## src/rtl/lsu_axi_master_if.sv

```systemverilog
// AXI4-Lite master/slave channel bundle used between the load/store unit and data memory.
// Responses carry a single OKAY bit (1=OKAY) instead of the full 2-bit encoding.
interface lsu_axi_master_if #(
    parameter int ADDR_W = 12
);
    logic              awvalid;
    logic              awready;
    logic [ADDR_W-1:0] awaddr;
    logic [2:0]        awprot;
    logic              wvalid;
    logic              wready;
    logic [31:0]       wdata;
    logic [3:0]        wstrb;
    logic              bvalid;
    logic              bready;
    logic              bresp;
    logic              arvalid;
    logic              arready;
    logic [ADDR_W-1:0] araddr;
    logic [2:0]        arprot;
    logic              rvalid;
    logic              rready;
    logic [31:0]       rdata;
    logic              rresp;

    modport master (
        output awvalid, awaddr, awprot, wvalid, wdata, wstrb, bready,
               arvalid, araddr, arprot, rready,
        input  awready, wready, bvalid, bresp, arready, rvalid, rdata, rresp
    );

    modport slave (
        input  awvalid, awaddr, awprot, wvalid, wdata, wstrb, bready,
               arvalid, araddr, arprot, rready,
        output awready, wready, bvalid, bresp, arready, rvalid, rdata, rresp
    );
endinterface

```

## src/rtl/lsu_axi_master.sv

```systemverilog
// RV32I load/store unit bus master: one core request becomes one AXI4-Lite transaction,
// with store lane replication/strobes, load alignment/extension and misalignment rejection.
module lsu_axi_master #(
    parameter int ADDR_W = 12
) (
    input  logic        clk,
    input  logic        reset,
    input  logic        req_valid,
    output logic        req_ready,
    input  logic        req_we,
    input  logic [31:0] req_addr,
    input  logic [1:0]  req_size,
    input  logic        req_unsigned,
    input  logic [31:0] req_wdata,
    output logic        resp_valid,
    output logic [31:0] resp_rdata,
    output logic        resp_err,
    lsu_axi_master_if.master axi
);
    typedef enum logic [2:0] {IDLE, WR, WRESP, RD, RDATA, RESP} state_e;

    state_e            state_q, state_d;
    logic [ADDR_W-1:0] addr_q, addr_d;
    logic [1:0]        size_q, size_d;
    logic              uns_q, uns_d;
    logic [31:0]       wdata_q, wdata_d;
    logic [3:0]        wstrb_q, wstrb_d;
    logic              aw_done_q, aw_done_d;
    logic              w_done_q, w_done_d;
    logic [31:0]       rdata_q, rdata_d;
    logic              err_q, err_d;

    logic        illegal;
    logic [31:0] st_wdata;
    logic [3:0]  st_wstrb;
    logic [31:0] ld_shift;
    logic [31:0] ld_data;
    logic        unused_addr_hi;

    assign unused_addr_hi = ^req_addr[31:ADDR_W];

    // Request decode: alignment check and store lane placement straight from the core inputs.
    always_comb begin
        illegal  = 1'b0;
        st_wdata = req_wdata;
        st_wstrb = 4'b1111;
        case (req_size)
            2'b00: begin
                st_wdata = {4{req_wdata[7:0]}};
                st_wstrb = 4'b0001 << req_addr[1:0];
            end
            2'b01: begin
                illegal  = req_addr[0];
                st_wdata = {2{req_wdata[15:0]}};
                st_wstrb = 4'b0011 << {req_addr[1], 1'b0};
            end
            2'b10:   illegal = |req_addr[1:0];
            default: illegal = 1'b1;
        endcase
    end

    always_comb begin
        ld_shift = axi.rdata >> {addr_q[1:0], 3'b000};
        case (size_q)
            2'b00:   ld_data = {{24{~uns_q & ld_shift[7]}}, ld_shift[7:0]};
            2'b01:   ld_data = {{16{~uns_q & ld_shift[15]}}, ld_shift[15:0]};
            default: ld_data = ld_shift;
        endcase
    end

    assign req_ready   = reset && (state_q == IDLE);
    assign axi.awvalid = (state_q == WR) && !aw_done_q;
    assign axi.wvalid  = (state_q == WR) && !w_done_q;
    assign axi.bready  = (state_q == WRESP);
    assign axi.arvalid = (state_q == RD);
    assign axi.rready  = (state_q == RDATA);
    assign axi.awaddr  = {addr_q[ADDR_W-1:2], 2'b00};
    assign axi.araddr  = {addr_q[ADDR_W-1:2], 2'b00};
    assign axi.awprot  = 3'b000;
    assign axi.arprot  = 3'b000;
    assign axi.wdata   = wdata_q;
    assign axi.wstrb   = wstrb_q;
    assign resp_valid  = (state_q == RESP);
    assign resp_rdata  = resp_valid ? rdata_q : 32'h0;
    assign resp_err    = resp_valid & err_q;

    always_comb begin
        state_d   = state_q;
        addr_d    = addr_q;
        size_d    = size_q;
        uns_d     = uns_q;
        wdata_d   = wdata_q;
        wstrb_d   = wstrb_q;
        aw_done_d = aw_done_q;
        w_done_d  = w_done_q;
        rdata_d   = rdata_q;
        err_d     = err_q;
        case (state_q)
            IDLE: if (req_valid && req_ready) begin
                addr_d    = req_addr[ADDR_W-1:0];
                size_d    = req_size;
                uns_d     = req_unsigned;
                wdata_d   = st_wdata;
                wstrb_d   = st_wstrb;
                aw_done_d = 1'b0;
                w_done_d  = 1'b0;
                rdata_d   = 32'h0;
                err_d     = illegal;
                if (illegal)     state_d = RESP;
                else if (req_we) state_d = WR;
                else             state_d = RD;
            end
            // AW and W complete independently; the B phase waits for both.
            WR: begin
                aw_done_d = aw_done_q | (axi.awvalid & axi.awready);
                w_done_d  = w_done_q | (axi.wvalid & axi.wready);
                if (aw_done_d && w_done_d) state_d = WRESP;
            end
            WRESP: if (axi.bvalid) begin
                err_d   = ~axi.bresp;
                state_d = RESP;
            end
            RD: if (axi.arready) state_d = RDATA;
            RDATA: if (axi.rvalid) begin
                err_d   = ~axi.rresp;
                rdata_d = axi.rresp ? ld_data : 32'h0;
                state_d = RESP;
            end
            default: state_d = IDLE;
        endcase
    end

    always_ff @(posedge clk) begin
        if (!reset) begin
            state_q   <= IDLE;
            addr_q    <= '0;
            size_q    <= 2'b00;
            uns_q     <= 1'b0;
            wdata_q   <= 32'h0;
            wstrb_q   <= 4'h0;
            aw_done_q <= 1'b0;
            w_done_q  <= 1'b0;
            rdata_q   <= 32'h0;
            err_q     <= 1'b0;
        end else begin
            state_q   <= state_d;
            addr_q    <= addr_d;
            size_q    <= size_d;
            uns_q     <= uns_d;
            wdata_q   <= wdata_d;
            wstrb_q   <= wstrb_d;
            aw_done_q <= aw_done_d;
            w_done_q  <= w_done_d;
            rdata_q   <= rdata_d;
            err_q     <= err_d;
        end
    end
endmodule

```

## src/flat_wrapper.sv

```systemverilog
// flat-port wrapper written by rule: the top's interface ports become plain ports
module lsu_axi_master_flat 
#(
    parameter int ADDR_W = 12
)
  (clk, reset, req_valid, req_ready, req_we, req_addr, req_size, req_unsigned, req_wdata, resp_valid, resp_rdata, resp_err, axi_awvalid, axi_awaddr, axi_awprot, axi_wvalid, axi_wdata, axi_wstrb, axi_bready, axi_arvalid, axi_araddr, axi_arprot, axi_rready, axi_awready, axi_wready, axi_bvalid, axi_bresp, axi_arready, axi_rvalid, axi_rdata, axi_rresp);
  lsu_axi_master_if #(.ADDR_W(ADDR_W)) axi_i ();
  input  logic clk;
  input  logic reset;
  input  logic req_valid;
  output logic req_ready;
  input  logic req_we;
  input  logic [31:0] req_addr;
  input  logic [1:0] req_size;
  input  logic req_unsigned;
  input  logic [31:0] req_wdata;
  output logic resp_valid;
  output logic [31:0] resp_rdata;
  output logic resp_err;
  output wire logic [$bits(axi_i.awvalid)-1:0] axi_awvalid;
  output wire logic [$bits(axi_i.awaddr)-1:0] axi_awaddr;
  output wire logic [$bits(axi_i.awprot)-1:0] axi_awprot;
  output wire logic [$bits(axi_i.wvalid)-1:0] axi_wvalid;
  output wire logic [$bits(axi_i.wdata)-1:0] axi_wdata;
  output wire logic [$bits(axi_i.wstrb)-1:0] axi_wstrb;
  output wire logic [$bits(axi_i.bready)-1:0] axi_bready;
  output wire logic [$bits(axi_i.arvalid)-1:0] axi_arvalid;
  output wire logic [$bits(axi_i.araddr)-1:0] axi_araddr;
  output wire logic [$bits(axi_i.arprot)-1:0] axi_arprot;
  output wire logic [$bits(axi_i.rready)-1:0] axi_rready;
  input wire logic [$bits(axi_i.awready)-1:0] axi_awready;
  input wire logic [$bits(axi_i.wready)-1:0] axi_wready;
  input wire logic [$bits(axi_i.bvalid)-1:0] axi_bvalid;
  input wire logic [$bits(axi_i.bresp)-1:0] axi_bresp;
  input wire logic [$bits(axi_i.arready)-1:0] axi_arready;
  input wire logic [$bits(axi_i.rvalid)-1:0] axi_rvalid;
  input wire logic [$bits(axi_i.rdata)-1:0] axi_rdata;
  input wire logic [$bits(axi_i.rresp)-1:0] axi_rresp;
  assign axi_awvalid = axi_i.awvalid;
  assign axi_awaddr = axi_i.awaddr;
  assign axi_awprot = axi_i.awprot;
  assign axi_wvalid = axi_i.wvalid;
  assign axi_wdata = axi_i.wdata;
  assign axi_wstrb = axi_i.wstrb;
  assign axi_bready = axi_i.bready;
  assign axi_arvalid = axi_i.arvalid;
  assign axi_araddr = axi_i.araddr;
  assign axi_arprot = axi_i.arprot;
  assign axi_rready = axi_i.rready;
  assign axi_i.awready = axi_awready;
  assign axi_i.wready = axi_wready;
  assign axi_i.bvalid = axi_bvalid;
  assign axi_i.bresp = axi_bresp;
  assign axi_i.arready = axi_arready;
  assign axi_i.rvalid = axi_rvalid;
  assign axi_i.rdata = axi_rdata;
  assign axi_i.rresp = axi_rresp;
  lsu_axi_master #(.ADDR_W(ADDR_W)) u_core (.clk(clk), .reset(reset), .req_valid(req_valid), .req_ready(req_ready), .req_we(req_we), .req_addr(req_addr), .req_size(req_size), .req_unsigned(req_unsigned), .req_wdata(req_wdata), .resp_valid(resp_valid), .resp_rdata(resp_rdata), .resp_err(resp_err), .axi(axi_i));
endmodule
```

## config.mk

```make
export PLATFORM = sky130hd
export DESIGN_NAME = lsu_axi_master_flat
export DESIGN_NICKNAME = d
export VERILOG_FILES = /design/src/rtl/lsu_axi_master_if.sv /design/src/rtl/lsu_axi_master.sv /design/src/flat_wrapper.sv
export SDC_FILE = /design/constraint.sdc
export NUM_CORES = 1
export LEC_CHECK = 0
export BUFFER_PORTS_ARGS = -buffer_cell sky130_fd_sc_hd__buf_2
export CAP_MARGIN = 20
export CORE_MARGIN = 10
export CORE_UTILIZATION = 43
export DETAILED_ROUTE_END_ITERATION = 16
export GPL_TIMING_DRIVEN = 0
export PLACE_DENSITY_LB_ADDON = 0.05
export SETUP_SLACK_MARGIN = 0.4
export SLEW_MARGIN = 20
export SYNTH_ARGS = -nofsm -noshare
export SYNTH_HDL_FRONTEND = slang
export SYNTH_SLANG_ARGS = --single-unit
```

## constraint.sdc

```tcl
create_clock -name clk -period 1.7 [get_ports clk]
set_clock_uncertainty 0.05 [all_clocks]
set_input_delay 0.17 -clock clk [delete_from_list [all_inputs] [get_ports clk]]
set_output_delay 0.17 -clock clk [all_outputs]
set_load 0.02 [all_outputs]
```

# Word level (Yosys, flattened, before mapping)
# Index checks and enable logic that the tools add are counted.
# Widths: inputs -> output; s select.
dict set report word_totals {
  word_cells 79
  inputBits 110
  ff_bits 89
}
dict set report op_classes {
  eq_ne 13
  n_bitwise 10
  mux 24
  reduce_logical 19
  n_shift 3
}
# cell count
set op_table {}
lappend op_table {{$pmux 32 s2} 3}
lappend op_table {{$mux 32} 4}
lappend op_table {{$shr 32x5->32} 1}
lappend op_table {{$mux 3} 6}
lappend op_table {{$pmux 3 s5} 1}
lappend op_table {{$pmux 4 s2} 1}
lappend op_table {{$eq 3x2->1 const B} 2}
lappend op_table {{$eq 3x3->1 const B} 2}
lappend op_table {{$ne 2x1->1 const B} 3}
lappend op_table {{$pmux 1 s3} 2}
lappend op_table {{$and 1x1->1} 5}
lappend op_table {{$logic_and 1x1->1} 5}
lappend op_table {{$reduce_and 5->1} 1}
lappend op_table {{$eq 2x1->1 const B} 2}
lappend op_table {{$logic_not 2->1} 2}
lappend op_table {{$mux 1} 4}
lappend op_table {{$ne 2x2->1 const B} 2}
lappend op_table {{$pmux 1 s2} 2}
lappend op_table {{$reduce_and 2->1} 2}
lappend op_table {{$reduce_and 4->1} 1}
lappend op_table {{$reduce_bool 2->1} 2}
lappend op_table {{$shl 1x2->4 const A} 1}
lappend op_table {{$shl 2x2->4 const A} 1}
lappend op_table {{$eq 3x1->1 const B} 1}
lappend op_table {{9 further kinds} 13}

# Logic depth before layout (Yosys ltp)
dict set report depth {
  word_depth 7
  depth_mapped 7
}

# Worst setup path after synthesis
# No wires, ideal clock.
dict set report synth_path {
  path_kind {register -> output}
  start {register u_core.state_q[2]}
  end {output port resp_rdata[22]}
  stages_incl_launch_ff 6
  arrival_time_ps 1466
  slack_ps 14
  path_cell_list {dfxtp_1 -> buf_2 -> inv_1 -> nor2_1 -> clkbuf_1 -> and2_1}
}
dict set report synth_via {
  elab_chain_cells 2
}
# element line_no
set synth_rtl {}
lappend synth_rtl {{start: declaration} lsu_axi_master.sv:22} ;# state_e state_q, state_d;
lappend synth_rtl {{start signal: assignment} lsu_axi_master.sv:146} ;# state_q <= state_d;
lappend synth_rtl {{$eq 3x3->1} lsu_axi_master.sv:83} ;# assign resp_valid = (state_q == RESP);
lappend synth_rtl {{net resp_valid} flat_wrapper.sv:17} ;# output logic resp_valid;
lappend synth_rtl {{$mux 32} lsu_axi_master.sv:84} ;# assign resp_rdata = resp_valid ? rdata_q : 32'h0;
lappend synth_rtl {{end: declaration} flat_wrapper.sv:18} ;# output logic [31:0] resp_rdata;
# The timed path passes the listed nets, and every way through them passes these cells.

# Final worst setup path
dict set report layout_path {
  start {register u_core.state_q[1]}
  end {output port resp_rdata[15]}
}
dict set report layout_via {
  elab_chain_cells 2
}
# element line_no
set layout_rtl {}
lappend layout_rtl {{$eq 3x3->1} lsu_axi_master.sv:83}
lappend layout_rtl {{$mux 32} lsu_axi_master.sv:84}
# Every way passes these cells.

==> results.toml <==
[placed_design]
dp.cells = 894
gpl.final_weighted_congestion = 0.910
hpwl_mm = 12.4
port_buffers = 184
post_dp_cell_area_sq_um = 5980

[logic_synthesis]
syn_area_sq_um = 4680
synth.yosys.seq_area_share_pct = 38.1
synth.distinct_cells = 51
synth_flop_cell = "dfxtp_1"
ys_seq_elements = 89
synth-edff-count = 0
synth_area_per_cell_sq_um = 8.34
yosys_warnings = 0
postSynthCellCount = 561
ys_async_sr_fraction_pct = 0

[cells_and_area]
stdcell_count = 985
area_growth_syn_to_layout_pct = 72.0
fill_cells = 790
fin_area_sq_um = 8050
final_util_pct = 74.9
post_route_cells_drive_above_1_share_pct = 57.3
fin_nets = 950

[grt]
overflow = 0
grt_antenna_before_repair = 1
grt_first_pass_wirelength_mm = 29.0
grt_max_degree = 14
first_global_vias = 5378
grt.total_usage_pct = 22.4

[floorplan]
die_y_um = 124
rows = 38
ios = 216
dieWidth_um = 124
initial_core_util_pct = 43.5
dieArea_sq_um = 15500
core_area_sq_um = 10700

[critical_path]
crit_start = "u_core.state_q[1]$_SDFFE_PN0P_"
rr_startpoint = "u_core.state_q[1]$_SDFFE_PN0P_"
critical_path_class = "reg2out"
worstPathArrival_ns = 1.58
critPathMaxFanout = 5
critPathCaptureType = "primary output"
worstPathRequired_ns = 1.48
worstSetupStartpointType = "flip-flop"

[sta]
fmax_mhz = 556
slew_headroom_pct = 45.4
fin_crit_ns = 1.80
slew_viol_final = 0
hold_viol_final = 0
finalSetupTns_ns = -3.06
setup_viol = 62
rsz0062_at_grt = "yes"
tightestPinTransition_ns = 0.819
min_period_over_period_pct = 106
setup_ws_ns = -0.0988

[clock_network]
clk_latency_ns = 0.37
htree_levels = 3
clockRootBuffer = "clkbuf_8"
cts_buffer_depth = 2
cts_inserted_buffers = 9
cts_tree = "built"
clk_pin_slew_ns = 0.09
cts_sinks = 89

[power_and_ir_drop]
powerDensity_nw_per_um2 = 947
vdd_drop_max_mv = 0.591
total_power_mw = 7.63
cellLeakagePower_nw = 3.68

[routing]
drt_first_pass_iters = 5
first_iter_violations = 362
vias_per_cell = 5.36
routedWlPerCell_um = 19.3
vias = 5281
drt_wl_total_mm = 19.0
final_antenna_net_count = 0
drc = 0

[min_path]
min_path_type = "in2reg"
min-delay-start = "req_wdata[24]"

[run]
cap_violations = 0

[run_status]
violations = "negative setup slack"
outcome = "complete, but fails checks"
==> through the flow <==
stage | worst slack [ns] | hold slack (ns)
after global placement | -0.0101 | 0.303
after floorplan | 0.149 | 0.219
after detailed placement | -0.0503 | 0.311
final | -0.0988 | 0.00851
after global routing | -0.138 | 0.0157
after CTS | -0.0649 | 0.00370
==> cells by family (layout without fill, tap and decap cells) <==
kind of cell           Yosys count  after routing  synth area share (%)
other                            1             11                0.0801
AND/OR/NAND/NOR                230            230                  23.0
buffers and inverters           79            353                  9.65
flip-flops                      89             89                  38.1
multiplexers                    42             42                  11.6
AO/OA/AOI/OAI                  119            119                  17.5
XOR/XNOR                         1              1                 0.187
==> timing repair <==
item | CTS | global route
endpoints found under the setup margin | 129 | 129
endpoints found under the hold margin | 16 | 0
buffers inserted | 30 | 15
gates resized for setup | 254 | 70
hold buffers | 16 | 0
cloned | 14 | 0
pin swaps | 97 | 31
==> worst max-delay path, stage by stage, from the launching register on <==
cell,delay (ns)
dfxtp_4,0.36
nand2b_4,0.15
nor2_4,0.15
buf_8,0.16
buf_8,0.12
and2_4,0.15
buf_6,0.11
==> power breakdown <==
part | internal [mW] | total, mW | switching [mW]
combinational | 1.69 | 3.47 | 1.78
clock | 0.861 | 1.65 | 0.785
sequential | 2.32 | 2.51 | 0.187
==> cell usage in the layout, fill, tap and decap left out, types with 22 or more instances in the layout <==
cell type	instances
and2_4	32
buf_2	147
buf_4	53
buf_6	69
dfxtp_1	84
mux2i_1	27
nand2_1	68
nand2_2	23
nor2_1	31
o21ai_0	22
==> layer usage <==
| metal | wire length, um | vias up | track usage [%] |
|---|---|---|---|
| li1 | - | 2497 | - |
| met1 | 7880 | 2541 | 27.7 |
| met2 | 9500 | 208 | 37.3 |
| met3 | 1260 | 35 | 5.32 |
| met4 | 391 | 0 | 7.33 |
| met5 | 0 | - | 0 |
==> state kept, by name, summed over array words and instances (netlist names) <==
name / count
u_core.err_q: 1
u_core.axi.wstrb: 4
u_core.state_q: 3
u_core.axi.wdata: 32
u_core.size_q: 2
u_core.aw_done_q: 1
u_core.addr_q: 12
u_core.w_done_q: 1
u_core.rdata_q: 32
u_core.uns_q: 1
==> final cells by class <==
cell class | instances | area (sq um) | share of cell area (%)
Antenna cell | 1 | 2.50 | 0.0311
Buffer | 72 | 682 | 8.47
Clock buffer | 12 | 145 | 1.80
Clock inverter | 3 | 65.1 | 0.808
Inverter | 7 | 33.8 | 0.420
Multi-Input combinational cell | 402 | 3100 | 38.5
Sequential cell | 89 | 1800 | 22.3
Tap cell | 140 | 175 | 2.18
Timing Repair Buffer | 259 | 2050 | 25.5
==> synthesized netlist by cell type (11+ instances only) <==
library cell | number | area, sq um
a211oi_1 | 11 | 82.6
a21oi_1 | 17 | 85.1
a22o_1 | 16 | 140
and2_1 | 34 | 213
buf_2 | 15 | 75.1
buf_4 | 30 | 225
clkbuf_1 | 18 | 67.6
dfxtp_1 | 89 | 1780
mux2i_1 | 27 | 270
nand2_1 | 97 | 364
nand3_1 | 27 | 135
nor2_1 | 45 | 169
o21ai_0 | 35 | 175
==> final timing paths <==
kind                                        to  slack, ns  cells past startpoint
max                             resp_rdata[15]       -0.1                      6
min          u_core.axi.wdata[24]$_SDFFE_PN0P_      0.009                      3
max reg2reg    u_core.rdata_q[19]$_SDFFE_PN0P_      -0.05                      7
min reg2reg    u_core.rdata_q[15]$_SDFFE_PN0P_       0.40                      2
No activity file was read; power rests on OpenSTA's default activity.
